[src/rtl/mau_pkg.sv]
// Shared types for the load/store unit: access sizes,
// FSM state encoding and request bundle.
package mau_pkg;

  localparam logic [1:0] SIZE_BYTE = 2'b00;
  localparam logic [1:0] SIZE_HALF = 2'b01;
  localparam logic [1:0] SIZE_WORD = 2'b10;
  localparam logic [1:0] SIZE_ILL  = 2'b11;

  typedef enum logic [1:0] {
    IDLE = 2'd0,
    RD   = 2'd1,
    WR   = 2'd2,
    RESP = 2'd3
  } mau_state_e;

  typedef struct packed {
    logic        we;
    logic [1:0]  size;
    logic        sgn;
    logic [1:0]  off;
    logic [31:0] wdata;
  } mau_req_t;

  function automatic logic [32:0] size_bytes(
    input logic [1:0] size
  );
    logic [32:0] n;
    n = 33'd4;
    unique case (1'b1)
      size == SIZE_BYTE: n = 33'd1;
      size == SIZE_HALF: n = 33'd2;
      default:           n = 33'd4;
    endcase
    return n;
  endfunction

  function automatic logic misaligned(
    input logic [1:0] size,
    input logic [1:0] off
  );
    logic m;
    m = 1'b0;
    unique case (1'b1)
      size == SIZE_HALF: m = off[0];
      size == SIZE_WORD: m = |off;
      default:           m = 1'b0;
    endcase
    return m;
  endfunction

endpackage

[src/rtl/mem_access_unit_if.sv]
// Request/response handshake plus data-memory bus
// between the MEM stage and the load/store unit.
interface mem_access_unit_if;

  logic        req_valid;
  logic        req_ready;
  logic        req_we;
  logic [1:0]  req_size;
  logic        req_signed;
  logic [31:0] req_addr;
  logic [31:0] req_wdata;

  logic        resp_valid;
  logic [31:0] resp_rdata;
  logic        resp_err;

  logic [31:0] mem_addr;
  logic [31:0] mem_wdata;
  logic        mem_read;
  logic        mem_write;
  logic [31:0] mem_rdata;

  modport slave (
    input  req_valid, req_we, req_size,
    input  req_signed, req_addr, req_wdata,
    output req_ready,
    output resp_valid, resp_rdata, resp_err,
    output mem_addr, mem_wdata,
    output mem_read, mem_write,
    input  mem_rdata
  );

  modport master (
    output req_valid, req_we, req_size,
    output req_signed, req_addr, req_wdata,
    input  req_ready,
    input  resp_valid, resp_rdata, resp_err,
    input  mem_addr, mem_wdata,
    input  mem_read, mem_write,
    output mem_rdata
  );

endinterface

[src/rtl/mau_lane_align.sv]
// Byte-lane steering: load extract/extend and
// sub-word store merge into a little-endian word.
module mau_lane_align
  import mau_pkg::*;
(
  input  logic [1:0]  off_i,
  input  logic [1:0]  size_i,
  input  logic        signed_i,
  input  logic [31:0] rword_i,
  input  logic [31:0] wdata_i,
  output logic [31:0] ld_data_o,
  output logic [31:0] st_word_o
);

  logic [7:0]  b;
  logic [15:0] h;
  logic [4:0]  sh;

  always_comb begin
    sh = {off_i, 3'b000};
    b  = rword_i[sh +: 8];
    h  = off_i[1] ? rword_i[31:16]
                  : rword_i[15:0];
    ld_data_o = rword_i;
    unique case (1'b1)
      size_i == SIZE_BYTE:
        ld_data_o = {{24{signed_i & b[7]}}, b};
      size_i == SIZE_HALF:
        ld_data_o = {{16{signed_i & h[15]}}, h};
      default:
        ld_data_o = rword_i;
    endcase
  end

  always_comb begin
    st_word_o = rword_i;
    unique case (1'b1)
      size_i == SIZE_BYTE:
        st_word_o[sh +: 8] = wdata_i[7:0];
      size_i == SIZE_HALF:
        if (off_i[1])
          st_word_o[31:16] = wdata_i[15:0];
        else
          st_word_o[15:0] = wdata_i[15:0];
      size_i == SIZE_WORD:
        st_word_o = wdata_i;
      default:
        st_word_o = rword_i;
    endcase
  end

endmodule

[src/rtl/mem_access_unit.sv]
// Load/store unit: one request at a time, word-aligned
// memory cycles, read-modify-write for sub-word stores.
module mem_access_unit
  import mau_pkg::*;
#(
  parameter int unsigned MEM_SIZE = 256
) (
  input  logic              clk,
  input  logic              rst_n,
  mem_access_unit_if.slave  bus
);

  localparam logic [32:0] MEM_LIM = 33'(MEM_SIZE);

  mau_state_e  state_q, state_d;
  mau_req_t    req_q, req_d;
  logic [31:0] maddr_q, maddr_d;
  logic [31:0] mwdata_q, mwdata_d;
  logic [31:0] rdata_q, rdata_d;
  logic        err_q, err_d;

  logic [31:0] ld_data;
  logic [31:0] st_word;
  logic        bad;

  mau_lane_align u_align (
    .off_i     (req_q.off),
    .size_i    (req_q.size),
    .signed_i  (req_q.sgn),
    .rword_i   (bus.mem_rdata),
    .wdata_i   (req_q.wdata),
    .ld_data_o (ld_data),
    .st_word_o (st_word)
  );

  // Range check in 33 bits so addresses near 2^32 cannot wrap.
  always_comb begin
    bad = (bus.req_size == SIZE_ILL)
       || misaligned(bus.req_size, bus.req_addr[1:0])
       || (({1'b0, bus.req_addr}
            + size_bytes(bus.req_size)) > MEM_LIM);
  end

  always_comb begin
    state_d  = state_q;
    req_d    = req_q;
    maddr_d  = maddr_q;
    mwdata_d = mwdata_q;
    rdata_d  = rdata_q;
    err_d    = err_q;
    unique case (state_q)
      IDLE: begin
        if (bus.req_valid) begin
          req_d.we    = bus.req_we;
          req_d.size  = bus.req_size;
          req_d.sgn   = bus.req_signed;
          req_d.off   = bus.req_addr[1:0];
          req_d.wdata = bus.req_wdata;
          rdata_d     = '0;
          err_d       = bad;
          if (bad) begin
            state_d = RESP;
          end else begin
            maddr_d = {bus.req_addr[31:2], 2'b00};
            if (bus.req_we
                && bus.req_size == SIZE_WORD) begin
              mwdata_d = bus.req_wdata;
              state_d  = WR;
            end else begin
              state_d = RD;
            end
          end
        end
      end
      RD: begin
        if (req_q.we) begin
          mwdata_d = st_word;
          state_d  = WR;
        end else begin
          rdata_d = ld_data;
          state_d = RESP;
        end
      end
      WR:      state_d = RESP;
      RESP:    state_d = IDLE;
      default: state_d = IDLE;
    endcase
  end

  always_ff @(posedge clk or negedge rst_n) begin
    if (!rst_n) begin
      state_q  <= IDLE;
      req_q    <= '0;
      maddr_q  <= '0;
      mwdata_q <= '0;
      rdata_q  <= '0;
      err_q    <= 1'b0;
    end else begin
      state_q  <= state_d;
      req_q    <= req_d;
      maddr_q  <= maddr_d;
      mwdata_q <= mwdata_d;
      rdata_q  <= rdata_d;
      err_q    <= err_d;
    end
  end

  // Strobes decode straight from the state register,
  // so reset kills an in-flight write immediately.
  assign bus.req_ready  = (state_q == IDLE);
  assign bus.resp_valid = (state_q == RESP);
  assign bus.resp_rdata = rdata_q;
  assign bus.resp_err   = err_q;
  assign bus.mem_read   = (state_q == RD);
  assign bus.mem_write  = (state_q == WR);
  assign bus.mem_addr   = maddr_q;
  assign bus.mem_wdata  = mwdata_q;

endmodule

[src/flat_wrapper.sv]
// flat-port wrapper written by rule: the top's interface ports become plain ports
module mem_access_unit_flat import mau_pkg::*;
#(
  parameter int unsigned MEM_SIZE = 256
)
  (clk, rst_n, bus_req_valid, bus_req_we, bus_req_size, bus_req_signed, bus_req_addr, bus_req_wdata, bus_req_ready, bus_resp_valid, bus_resp_rdata, bus_resp_err, bus_mem_addr, bus_mem_wdata, bus_mem_read, bus_mem_write, bus_mem_rdata);
  mem_access_unit_if bus_i ();
  input  logic clk;
  input  logic rst_n;
  input wire logic [$bits(bus_i.req_valid)-1:0] bus_req_valid;
  input wire logic [$bits(bus_i.req_we)-1:0] bus_req_we;
  input wire logic [$bits(bus_i.req_size)-1:0] bus_req_size;
  input wire logic [$bits(bus_i.req_signed)-1:0] bus_req_signed;
  input wire logic [$bits(bus_i.req_addr)-1:0] bus_req_addr;
  input wire logic [$bits(bus_i.req_wdata)-1:0] bus_req_wdata;
  output wire logic [$bits(bus_i.req_ready)-1:0] bus_req_ready;
  output wire logic [$bits(bus_i.resp_valid)-1:0] bus_resp_valid;
  output wire logic [$bits(bus_i.resp_rdata)-1:0] bus_resp_rdata;
  output wire logic [$bits(bus_i.resp_err)-1:0] bus_resp_err;
  output wire logic [$bits(bus_i.mem_addr)-1:0] bus_mem_addr;
  output wire logic [$bits(bus_i.mem_wdata)-1:0] bus_mem_wdata;
  output wire logic [$bits(bus_i.mem_read)-1:0] bus_mem_read;
  output wire logic [$bits(bus_i.mem_write)-1:0] bus_mem_write;
  input wire logic [$bits(bus_i.mem_rdata)-1:0] bus_mem_rdata;
  assign bus_i.req_valid = bus_req_valid;
  assign bus_i.req_we = bus_req_we;
  assign bus_i.req_size = bus_req_size;
  assign bus_i.req_signed = bus_req_signed;
  assign bus_i.req_addr = bus_req_addr;
  assign bus_i.req_wdata = bus_req_wdata;
  assign bus_req_ready = bus_i.req_ready;
  assign bus_resp_valid = bus_i.resp_valid;
  assign bus_resp_rdata = bus_i.resp_rdata;
  assign bus_resp_err = bus_i.resp_err;
  assign bus_mem_addr = bus_i.mem_addr;
  assign bus_mem_wdata = bus_i.mem_wdata;
  assign bus_mem_read = bus_i.mem_read;
  assign bus_mem_write = bus_i.mem_write;
  assign bus_i.mem_rdata = bus_mem_rdata;
  mem_access_unit #(.MEM_SIZE(MEM_SIZE)) u_core (.clk(clk), .rst_n(rst_n), .bus(bus_i));
endmodule
[config.mk]
export PLATFORM = sky130hd
export DESIGN_NAME = mem_access_unit_flat
export DESIGN_NICKNAME = d
export VERILOG_FILES = /design/src/rtl/mau_pkg.sv /design/src/rtl/mem_access_unit_if.sv /design/src/rtl/mau_lane_align.sv /design/src/rtl/mem_access_unit.sv /design/src/flat_wrapper.sv
export SDC_FILE = /design/constraint.sdc
export NUM_CORES = 1
export LEC_CHECK = 0
export CAP_MARGIN = 30
export CORE_MARGIN = 8
export CORE_UTILIZATION = 35
export DETAILED_ROUTE_END_ITERATION = 16
export DONT_BUFFER_PORTS = 1
export SYNTH_ARGS = -nofsm -noshare
export SYNTH_HDL_FRONTEND = slang
export SYNTH_SLANG_ARGS = --single-unit
[constraint.sdc]
create_clock -name clk -period 7.59 [get_ports clk]
set_input_delay 2.277 -clock clk [delete_from_list [all_inputs] [get_ports clk]]
set_output_delay 2.277 -clock clk [all_outputs]
set_load 0.01 [all_outputs]
==> flow_summary.toml, run 1 <==
[global_route]
global_route_wire_length_before_repair_mm = 36.4
first_global_vias = 6038
grt_antenna_before_repair = 0
grt_max_degree = 136
gr-usage-all-layers = 0.175
gr-total-overflow = 0

[flow_run]
max_cap_viol_count = 0

[placed_design]
finalWeightedCongestion = 0.908
dp_worst_setup_slack_ns = 1.32
post-dp-hpwl_mm = 18.0
numPortBuffers = 0
place_inst = 1030
placement.cell_area_mm2 = 0.00798

[power]
power.density_mw_per_mm2 = 402
p_leak_nw = 3.72
vdd_ir_drop_max_mv = 0.157
power.total_mw = 3.43

[detailed_routing]
routedWlPerCell_um = 22.7
drt-total-wl_mm = 24.1
drt_drc_violations_left = 0
initialDrtViolationCount = 608
avgViaCountPerCell = 5.76
firstDrtPassIters = 5
route.antenna.remaining_nets = 0
route.vias.total = 6122

[worst_setup_path]
critical_path.endpoint_type = "register"
path_max_fanout = 31
worst_ep_required_time_ns = 7.90
critical_path_startpoint_category = "primary input"
cp_data_arrival_time_ns = 6.09
timing.setup.critical_path_class = "in -> reg"

[die]
core_mm2 = 0.0218
die_x_um = 165
initial_core_utilization = 0.356
boundaryPins = 204
die_h_um = 165
design.die.area_mm2 = 0.0272
rows = 54

[synthesis]
synth_enable_flop_cells = 0
netlist.top_cell.by_area = "sky130_fd_sc_hd__dfrtp_1"
synth_top_area_share = 0.436
netlist_instances = 788
synthesis.area_per_instance_um2 = 9.83
yosysSeqAreaShare = 0.436
ys.flop_type = "sky130_fd_sc_hd__dfrtp_1"
async_flop_share = 1.00
synth_seq_cells = 135
netlist-cell-type-count = 70
netlist_top_cells_area = "sky130_fd_sc_hd__dfrtp_1, sky130_fd_sc_hd__mux2_2, sky130_fd_sc_hd__nand2_1, sky130_fd_sc_hd__a21oi_1, sky130_fd_sc_hd__o21ai_0"
synth_area_mm2 = 0.00775
yosys_warnings = 0

[finish]
finalCoreUtilization = 0.393
fin_cells = 1062
share_of_final_layout_standard_cells_stronger_than_drive_strength_1 = 0.187
final_net_count = 891
n_fill_cell = 2183
most_frequent_cells_in_the_layout = "sky130_fd_sc_hd__dfrtp_1, sky130_fd_sc_hd__nand2_1, sky130_fd_sc_hd__mux2_2"
antenna-diode-count = 0
leading_cell_type_in_the_layout_fill_and_taps_excluded = "sky130_fd_sc_hd__dfrtp_1"
post-route-cell-area_mm2 = 0.00854
area_growth_pct = 10.2

[clock_tree]
clock_sinks = 135
clock_tree.htree_level_count = 4
clock_latency_ns = 0.43
tritoncts = "done"
cts-resized-gates = 0
clock_tree.root_cell = "sky130_fd_sc_hd__clkbuf_16"
cts_setup_buffers = 0
cts-buffers-inserted = 17
cts.clk_slew.worst_paths_ns = 0.07
cts_max_path_buffers = 2
cts_hold_buffers = 0

[worst_hold_path]
worst_hold_path_type = "reg -> reg"

[timing]
final_slew_violations = 0
hold_viol = 0
max_slew_margin = 0.314
timing.final.crit_share = 0.761
grt_setup_unrepaired = "false"
tns_ns = 0
worst_clock_skew_ns = 0.00985
timing.fmax_mhz = 173
setup_slack_ns = 1.81
hold_ws_ns = 0.507
layout_min_cycle_time_ns = 5.78
worst-slew-pin-transition_ns = 1.03
timing.final.setup_violations = 0

[run_status]
outcome = "complete, no violations"
## flip-flops by register name, summed over array words and instances (netlist names)
signal                 flops
u_core.bus.mem_addr       30
u_core.bus.mem_wdata      32
u_core.bus.resp_err        1
u_core.bus.resp_rdata     32
u_core.req_q              38
u_core.state_q             2
## report_power, final
part           internal, mW  switching (mW)
clock                 0.430           0.357
combinational         0.600           0.718
sequential            0.987           0.341
total                  2.02            1.42
## synthesized netlist by cell type, types with 3 or more instances
cell,instances
sky130_fd_sc_hd__a211oi_1,9
sky130_fd_sc_hd__a2111oi_0,5
sky130_fd_sc_hd__o311a_1,6
sky130_fd_sc_hd__ha_1,18
sky130_fd_sc_hd__nor2_1,61
sky130_fd_sc_hd__a21oi_1,54
sky130_fd_sc_hd__clkbuf_1,31
sky130_fd_sc_hd__o21ai_0,53
sky130_fd_sc_hd__and3_1,5
sky130_fd_sc_hd__mux2i_1,9
sky130_fd_sc_hd__nor3_1,6
sky130_fd_sc_hd__a221oi_1,16
sky130_fd_sc_hd__nor3b_1,3
sky130_fd_sc_hd__o22ai_1,15
sky130_fd_sc_hd__mux2_2,70
sky130_fd_sc_hd__and2_1,22
sky130_fd_sc_hd__a31oi_1,4
sky130_fd_sc_hd__nor2b_1,6
sky130_fd_sc_hd__nand2b_1,3
sky130_fd_sc_hd__dfrtp_1,135
sky130_fd_sc_hd__nand3_1,9
sky130_fd_sc_hd__nor4_1,8
sky130_fd_sc_hd__buf_6,4
sky130_fd_sc_hd__a222oi_1,8
sky130_fd_sc_hd__and4_1,4
sky130_fd_sc_hd__mux2_4,14
sky130_fd_sc_hd__nand4_1,8
sky130_fd_sc_hd__buf_1,9
sky130_fd_sc_hd__a2bb2oi_1,7
sky130_fd_sc_hd__nand2_1,87
sky130_fd_sc_hd__a22oi_1,8
sky130_fd_sc_hd__or4_4,3
sky130_fd_sc_hd__inv_1,29
sky130_fd_sc_hd__and2_2,4
sky130_fd_sc_hd__o31ai_1,6
sky130_fd_sc_hd__xnor2_1,3
sky130_fd_sc_hd__a21o_1,5
sky130_fd_sc_hd__or3_1,3
## cells by family (layout without fill, tap and decap cells)
family | Yosys count | after routing | share of synthesized area
AND/OR/NAND/NOR | 244 | 244 | 0.157
flip-flops | 135 | 135 | 0.436
other | 1 | 2 | 0.000484
adder cells (fa/ha/maj) | 19 | 19 | 0.0317
multiplexers | 95 | 95 | 0.146
XOR/XNOR | 4 | 4 | 0.00452
buffers and inverters | 76 | 69 | 0.0418
AO/OA/AOI/OAI | 214 | 214 | 0.182
## path summary, 6_finish.rpt
path / depth (start not counted) / startpoint / slack, ns / end
worst max-delay path: 12 / bus_req_size[0] / 1.81 / u_core.bus.mem_addr[3]$_DFFE_PN0P_
worst min-delay path: 1 / u_core.req_q[26]$_DFFE_PN0P_ / 0.51 / u_core.req_q[26]$_DFFE_PN0P_
worst max register to register: 6 / u_core.req_q[33]$_DFFE_PN0P_ / 4.22 / u_core.bus.mem_wdata[23]$_DFFE_PN0P_
worst min register to register: 1 / u_core.req_q[26]$_DFFE_PN0P_ / 0.51 / u_core.req_q[26]$_DFFE_PN0P_
max in group asynchronous: 0 / rst_n / 5.81 / u_core.bus.mem_wdata[16]$_DFFE_PN0P_
min in group asynchronous: 0 / rst_n / 1.55 / u_core.bus.resp_rdata[28]$_DFFE_PN0P_
## critical path, stage by stage
cell,delay (ns)
sky130_fd_sc_hd__inv_1,0.05
sky130_fd_sc_hd__ha_1,0.20
sky130_fd_sc_hd__ha_1,0.21
sky130_fd_sc_hd__fa_1,0.44
sky130_fd_sc_hd__a21oi_1,0.45
sky130_fd_sc_hd__nor4_1,0.12
sky130_fd_sc_hd__a2111oi_0,0.43
sky130_fd_sc_hd__o22ai_1,0.16
sky130_fd_sc_hd__or4_4,0.44
sky130_fd_sc_hd__nor4_2,0.39
sky130_fd_sc_hd__nand2_2,0.46
sky130_fd_sc_hd__mux2_4,0.45
## area by class of cell
class | instances | area, µm² | share of cell area
clock inverter | 15 | 133 | 0.0155
clock buffer | 17 | 425 | 0.0498
timing repair buffer | 8 | 80.1 | 0.00938
sequential | 135 | 3380 | 0.396
inverter | 29 | 109 | 0.0127
multi-input combinational | 578 | 4070 | 0.476
tap | 280 | 350 | 0.0410
## metal layers
metal,wire length [µm],global-route usage,up-vias
met4,316,0.0479,0
met2,11800,0.287,248
li1,-,-,2870
met5,0,0,-
met1,9250,0.212,2981
met3,2730,0.0658,23
Note: power is estimated with default switching activity, not from simulation.
==> run 2: changes to the inputs <==
clock period = 5.95 ns   (was 7.59 ns; I/O delays follow)
==> run 2 against run 1 <==
Against the previous run:
- critical path depth grew 1
- final area rose by 1.0%
- via count shrank 0.85%
- die area unchanged
- global-route usage about the same
- core utilization grew 0.40 points
- worst setup slack got worse by 0.98 ns
- combinational power increased by 28%
- critical path type unchanged
- critical endpoint is now u_core.bus.mem_addr[18]$_DFFE_PN0P_
==> flow_summary.toml, run 2 (synthesis results as in run 1) <==
[placed_design]
numPortBuffers = 0
finalWeightedCongestion = 0.897
post-dp-hpwl_mm = 18.0
place_inst = 1033

[worst_setup_path]
critPathTopFamily = "simple AND/OR/NAND/NOR gates"
worst-path-stages = 13
critical_path.max_stage_delay_ns = 0.46
worst-r2r-cell-count = 6
path_max_fanout = 20
path_buf_inv = 2
cpMaxStageDelayCell = "sky130_fd_sc_hd__fa_1"
worst_ep_required_time_ns = 6.27
critical_path.endpoint_type = "register"
crit-reg2reg-capture = "u_core.bus.mem_wdata[23]$_DFFE_PN0P_"
critical_path_startpoint_category = "primary input"
worstReg2RegStart = "u_core.req_q[33]$_DFFE_PN0P_"
critical_path.cell_chain = "inv_1 > ha_1 > ha_1 > fa_1 > a21oi_1 > nor4_1 > a2111oi_0 > o22ai_1 > or4_4 > nor4_2 > nand2_2 > buf_4 > and2_1"
reg2reg_slack_ns = 2.50
critical_path.most_common_cell = "sky130_fd_sc_hd__ha_1"
timing.setup.critical_path_class = "in -> reg"
cp_data_arrival_time_ns = 5.44

[finish]
largest_register_ffs = 38
largest_register = "u_core.req_q"
area_growth_pct = 11.4
fin_cells = 1065
leading_cell_type_in_the_layout_fill_and_taps_excluded = "sky130_fd_sc_hd__dfrtp_1"
antenna-diode-count = 0
share_of_final_layout_standard_cells_stronger_than_drive_strength_1 = 0.190
n_fill_cell = 2158
most_frequent_cells_in_the_layout = "sky130_fd_sc_hd__dfrtp_1, sky130_fd_sc_hd__nand2_1, sky130_fd_sc_hd__mux2_2"
final_net_count = 894

[worst_hold_path]
worst_hold_path_type = "reg -> reg"
hold_path.startpoint = "u_core.req_q[29]$_DFFE_PN0P_"
worstHoldPathCells = 1
whs_endpoint = "u_core.req_q[29]$_DFFE_PN0P_"

[die]
die_x_um = 165
initial_core_utilization = 0.356
die_h_um = 165
rows = 54
core_mm2 = 0.0218
design.die.area_mm2 = 0.0272
boundaryPins = 204

[power]
switching_share = 0.401
combinational_share_of_power = 0.374
power.density_mw_per_mm2 = 523
internal_power_mw = 2.70
power.sequential.fraction = 0.376
p_leak_nw = 3.77
vdd_ir_drop_max_mv = 0.189
pwr-share-clk = 0.250
netSwitchingPower_mw = 1.81

[run_status]
outcome = "complete, no violations"

[detailed_routing]
route.antenna.remaining_nets = 0
drt-total-wl_mm = 24.0
initialDrtViolationCount = 609
routedWlPerCell_um = 22.5
avgViaCountPerCell = 5.70
drt_drc_violations_left = 0
firstDrtPassIters = 5
route.vias.total = 6070

[global_route]
gr-total-overflow = 0
global_route_wire_length_before_repair_mm = 36.2
first_global_vias = 5976
grt_max_degree = 136
grt_antenna_before_repair = 0
gr-usage-all-layers = 0.175

[timing]
grt_setup_unrepaired = "false"
tns_ns = 0
layout_min_cycle_time_ns = 5.12
worst-slew-pin-transition_ns = 1.04
worst_clock_skew_ns = 0.0113
hold_viol = 0
final_slew_violations = 0
timing.final.crit_share = 0.861
max_slew_margin = 0.306
timing.final.setup_violations = 0
timing.fmax_mhz = 195

[clock_tree]
tritoncts = "done"
cts_max_path_buffers = 2
cts.clk_slew.worst_paths_ns = 0.07
cts-resized-gates = 0
clock_tree.htree_level_count = 4
clock_latency_ns = 0.43
clock_tree.root_cell = "sky130_fd_sc_hd__clkbuf_16"
cts-buffers-inserted = 17
clock_sinks = 135
cts_hold_buffers = 0
cts_setup_buffers = 0

[flow_run]
max_cap_viol_count = 0
==> run 2: changes by cell type in the layout (fill, tap and decap cells not counted), sizes merged <==
cell and delta:
buf +3, bufinv +3, clkbuf +1, clkinv -3, inv -1
==> run 2: how the worst max path moves through the flow <==
stage	start	to	slack (ns)
floorplan	bus_req_size[0]	u_core.bus.mem_addr[3]$_DFFE_PN0P_	0.90
global placement	bus_req_size[1]	u_core.bus.mem_wdata[4]$_DFFE_PN0P_	0.41
detailed placement	bus_req_size[0]	u_core.bus.mem_addr[30]$_DFFE_PN0P_	0.36
CTS	bus_req_size[0]	u_core.bus.mem_wdata[17]$_DFFE_PN0P_	0.81
global route	bus_req_size[0]	u_core.bus.mem_addr[20]$_DFFE_PN0P_	0.55
finish	bus_req_size[0]	u_core.bus.mem_addr[18]$_DFFE_PN0P_	0.83
==> run 2: layer usage <==
metal / vias up / global-route usage / routed length (µm)
met5: - / 0 / 0
met4: 0 / 0.0586 / 367
met3: 29 / 0.0695 / 2780
met2: 243 / 0.281 / 11500
met1: 2940 / 0.210 / 9370
li1: 2858 / - / -
==> run 2: cell type report <==
cell class                 instances  area, µm²  area share
tap                              280        350      0.0406
clock buffer                      18        439      0.0509
inverter                          29        109      0.0126
sequential                       135       3380       0.392
multi-input combinational        578       4070       0.471
clock inverter                    14        184      0.0213
timing repair buffer              11        103      0.0119
==> run 2: stage by stage <==
stage | cell area [µm²] | setup slack [ns] | total power [mW] | utilization | hold WS (ns)
6_report | 8630 | 0.828 | 4.51 | 0.397 | 0.503
5_1_grt | 8630 | 0.551 | 4.81 | 0.397 | 0.522
4_1_cts | 8630 | 0.812 | 4.54 | 0.397 | 0.505
3_5_place_dp | 8010 | 0.360 | 3.40 | 0.368 | 0.492
3_3_place_gp | 7970 | 0.415 | 3.35 | 0.366 | 0.491
2_1_floorplan | 7750 | 0.904 | 2.94 | - | 0.477
==> run 2: worst reg2reg max path, stage by stage (launching register included) <==
cell and delay (ns):
sky130_fd_sc_hd__dfrtp_1 1.02, sky130_fd_sc_hd__inv_1 0.28, sky130_fd_sc_hd__nor2_1 0.67, sky130_fd_sc_hd__o22ai_1 0.48, sky130_fd_sc_hd__a222oi_1 0.49, sky130_fd_sc_hd__a21oi_1 0.12
sky130_fd_sc_hd__mux2_2 0.29
==> run 2: power by group through the flow <==
stage | Sequential (mW) | Combinational [mW] | Clock (mW)
2_1_floorplan | 1.54 | 1.39 | 0
3_3_place_gp | 1.72 | 1.63 | 0
3_5_place_dp | 1.72 | 1.68 | 0
4_1_cts | 1.71 | 1.69 | 1.15
5_1_grt | 1.75 | 1.87 | 1.19
6_report | 1.70 | 1.69 | 1.13
==> run 3: changes to the inputs <==
ABC_CLOCK_PERIOD_IN_PS = 5400   (was not set)
clock period = 5.4 ns   (was 5.95 ns; I/O delays follow)
==> run 3 against run 2 <==
Against the previous run:
- final area fell by 0.22%
- clock skew rose by 0.0030 ns
- sequential share of layout area rose by 0.085 points
- first-iteration DRC count fell by 3.6%
- wire length fell by 0.25%
- clock-buffer cell count did not move
- register-to-register slack got worse by 0.42 ns
- final cell count barely moved
- highest routed layer unchanged
- core utilization fell by 0.086 points
- critical path type unchanged
- power rose by 8.9%
==> flow_summary.toml, run 3 (synthesis results as in run 1) <==
[run_status]
outcome = "complete, no violations"

[worst_setup_path]
worstReg2RegStart = "u_core.req_q[33]$_DFFE_PN0P_"
worst_ep_required_time_ns = 5.71
critical_path.endpoint_type = "register"
critical_path.max_stage_delay_ns = 0.54
critPathTopFamily = "simple AND/OR/NAND/NOR gates"
cpMaxStageDelayCell = "sky130_fd_sc_hd__or4_4"
timing.setup.critical_path_class = "in -> reg"
crit_path_start = "bus_req_size[1]"
path_buf_inv = 3
critical_path_startpoint_category = "primary input"
cp_data_arrival_time_ns = 5.17
path_max_fanout = 20
critical_path.cell_chain = "inv_1 > ha_1 > ha_1 > fa_1 > a21oi_1 > buf_4 > or4_1 > nor4_1 > o21ai_0 > or4_4 > nor4_2 > nand2_2 > buf_4 > and2_1"

[clock_tree]
cts_max_path_buffers = 2
clock_sinks = 135
clock_tree.root_cell = "sky130_fd_sc_hd__clkbuf_16"
cts_hold_buffers = 0
clock_latency_ns = 0.43
clock_tree.htree_level_count = 4
cts-buffers-inserted = 17
cts_setup_buffers = 0
tritoncts = "done"
cts-resized-gates = 0
cts.clk_slew.worst_paths_ns = 0.06

[placed_design]
numPortBuffers = 0
finalWeightedCongestion = 0.904
post-dp-hpwl_mm = 18.0
placement.cell_area_mm2 = 0.00801

[finish]
largest_register = "u_core.req_q"
share_of_final_layout_standard_cells_stronger_than_drive_strength_1 = 0.191
most_frequent_cells_in_the_layout = "sky130_fd_sc_hd__dfrtp_1, sky130_fd_sc_hd__nand2_1, sky130_fd_sc_hd__mux2_2"
largest_register_ffs = 38
post-route-cell-area_mm2 = 0.00861
area_growth_pct = 11.1
n_fill_cell = 2146
finalCoreUtilization = 0.396
leading_cell_type_in_the_layout_fill_and_taps_excluded = "sky130_fd_sc_hd__dfrtp_1"
antenna-diode-count = 0
final_net_count = 895

[detailed_routing]
firstDrtPassIters = 5
routedWlPerCell_um = 22.5
drt-total-wl_mm = 23.9
avgViaCountPerCell = 5.65
route.antenna.remaining_nets = 0
route.vias.total = 6025
initialDrtViolationCount = 587
drt_drc_violations_left = 0

[global_route]
grt_max_degree = 136
gr-total-overflow = 0
global_route_wire_length_before_repair_mm = 35.8
grt_antenna_before_repair = 0
gr-usage-all-layers = 0.173
first_global_vias = 6043

[worst_hold_path]
hold_path.startpoint = "u_core.req_q[29]$_DFFE_PN0P_"
worst_hold_path_type = "reg -> reg"

[timing]
max_slew_margin = 0.311
hold_viol = 0
timing.fmax_mhz = 206
worst-slew-pin-transition_ns = 1.03
grt_setup_unrepaired = "false"
tns_ns = 0
final_slew_violations = 0
timing.final.setup_violations = 0
layout_min_cycle_time_ns = 4.86
hold_ws_ns = 0.506
timing.final.crit_share = 0.900
worst_clock_skew_ns = 0.0143

[power]
power.density_mw_per_mm2 = 571
power.total_mw = 4.91
p_leak_nw = 3.76
vdd_ir_drop_max_mv = 0.238

[die]
rows = 54
design.die.area_mm2 = 0.0272
boundaryPins = 204
die_x_um = 165
core_mm2 = 0.0218
die_h_um = 165
initial_core_utilization = 0.356

[flow_run]
max_cap_viol_count = 0
==> run 3: cell types whose count changed in the layout (fill, tap and decap cells not counted) <==
cell / delta
sky130_fd_sc_hd__clkinv_4: +3
sky130_fd_sc_hd__bufinv_16: -1
sky130_fd_sc_hd__inv_6: -4
sky130_fd_sc_hd__buf_16: -1
sky130_fd_sc_hd__clkinvlp_4: -1
sky130_fd_sc_hd__inv_8: +2
sky130_fd_sc_hd__buf_12: +1
sky130_fd_sc_hd__clkinv_2: +1
sky130_fd_sc_hd__buf_4: +1
==> run 3: path summary, 6_finish.rpt <==
path                                                              end  slack (ns)  cells after the start
worst min-delay path                     u_core.req_q[29]$_DFFE_PN0P_        0.51                      1
worst max-delay path              u_core.bus.mem_addr[26]$_DFFE_PN0P_        0.54                     14
max in group asynchronous        u_core.bus.mem_wdata[11]$_DFFE_PN0P_        4.32                      0
worst min register to register           u_core.req_q[29]$_DFFE_PN0P_        0.51                      1
worst max register to register   u_core.bus.mem_wdata[23]$_DFFE_PN0P_        2.08                      6
min in group asynchronous       u_core.bus.resp_rdata[28]$_DFFE_PN0P_        0.90                      0
==> run 3: area by class of cell <==
class / instances / area (µm²) / share of cell area
Inverter: 29 / 109 / 0.0126
Clock inverter: 14 / 165 / 0.0192
Clock buffer: 18 / 439 / 0.0510
Multi-Input combinational cell: 578 / 4070 / 0.472
Timing Repair Buffer: 12 / 103 / 0.0119
Sequential cell: 135 / 3380 / 0.392
Tap cell: 280 / 350 / 0.0407
==> run 3: power by group <==
part           switching [mW]  internal [mW]  leakage, nW  total [mW]
clock network           0.486          0.705        0.295        1.19
registers               0.480           1.39         1.71        1.87
logic                    1.01          0.843         1.76        1.85
==> run 3: metrics by stage <==
| stage | setup slack (ns) | instances |
|---|---|---|
| 6_report | 0.541 | 1066 |
| 5_1_grt | 0.309 | 1066 |
| 4_1_cts | 0.567 | 1066 |
| 3_5_place_dp | 0.114 | 1034 |
| 3_3_place_gp | 0.271 | 1033 |
| 2_1_floorplan | 0.519 | 789 |
==> run 3: per-layer routing <==
metal,track usage,vias up,share of wire
met3,0.0743,30,0.11
met5,0,-,0
met2,0.282,251,0.48
met1,0.204,2880,0.40
met4,0.0495,0,0.014
li1,-,2864,-
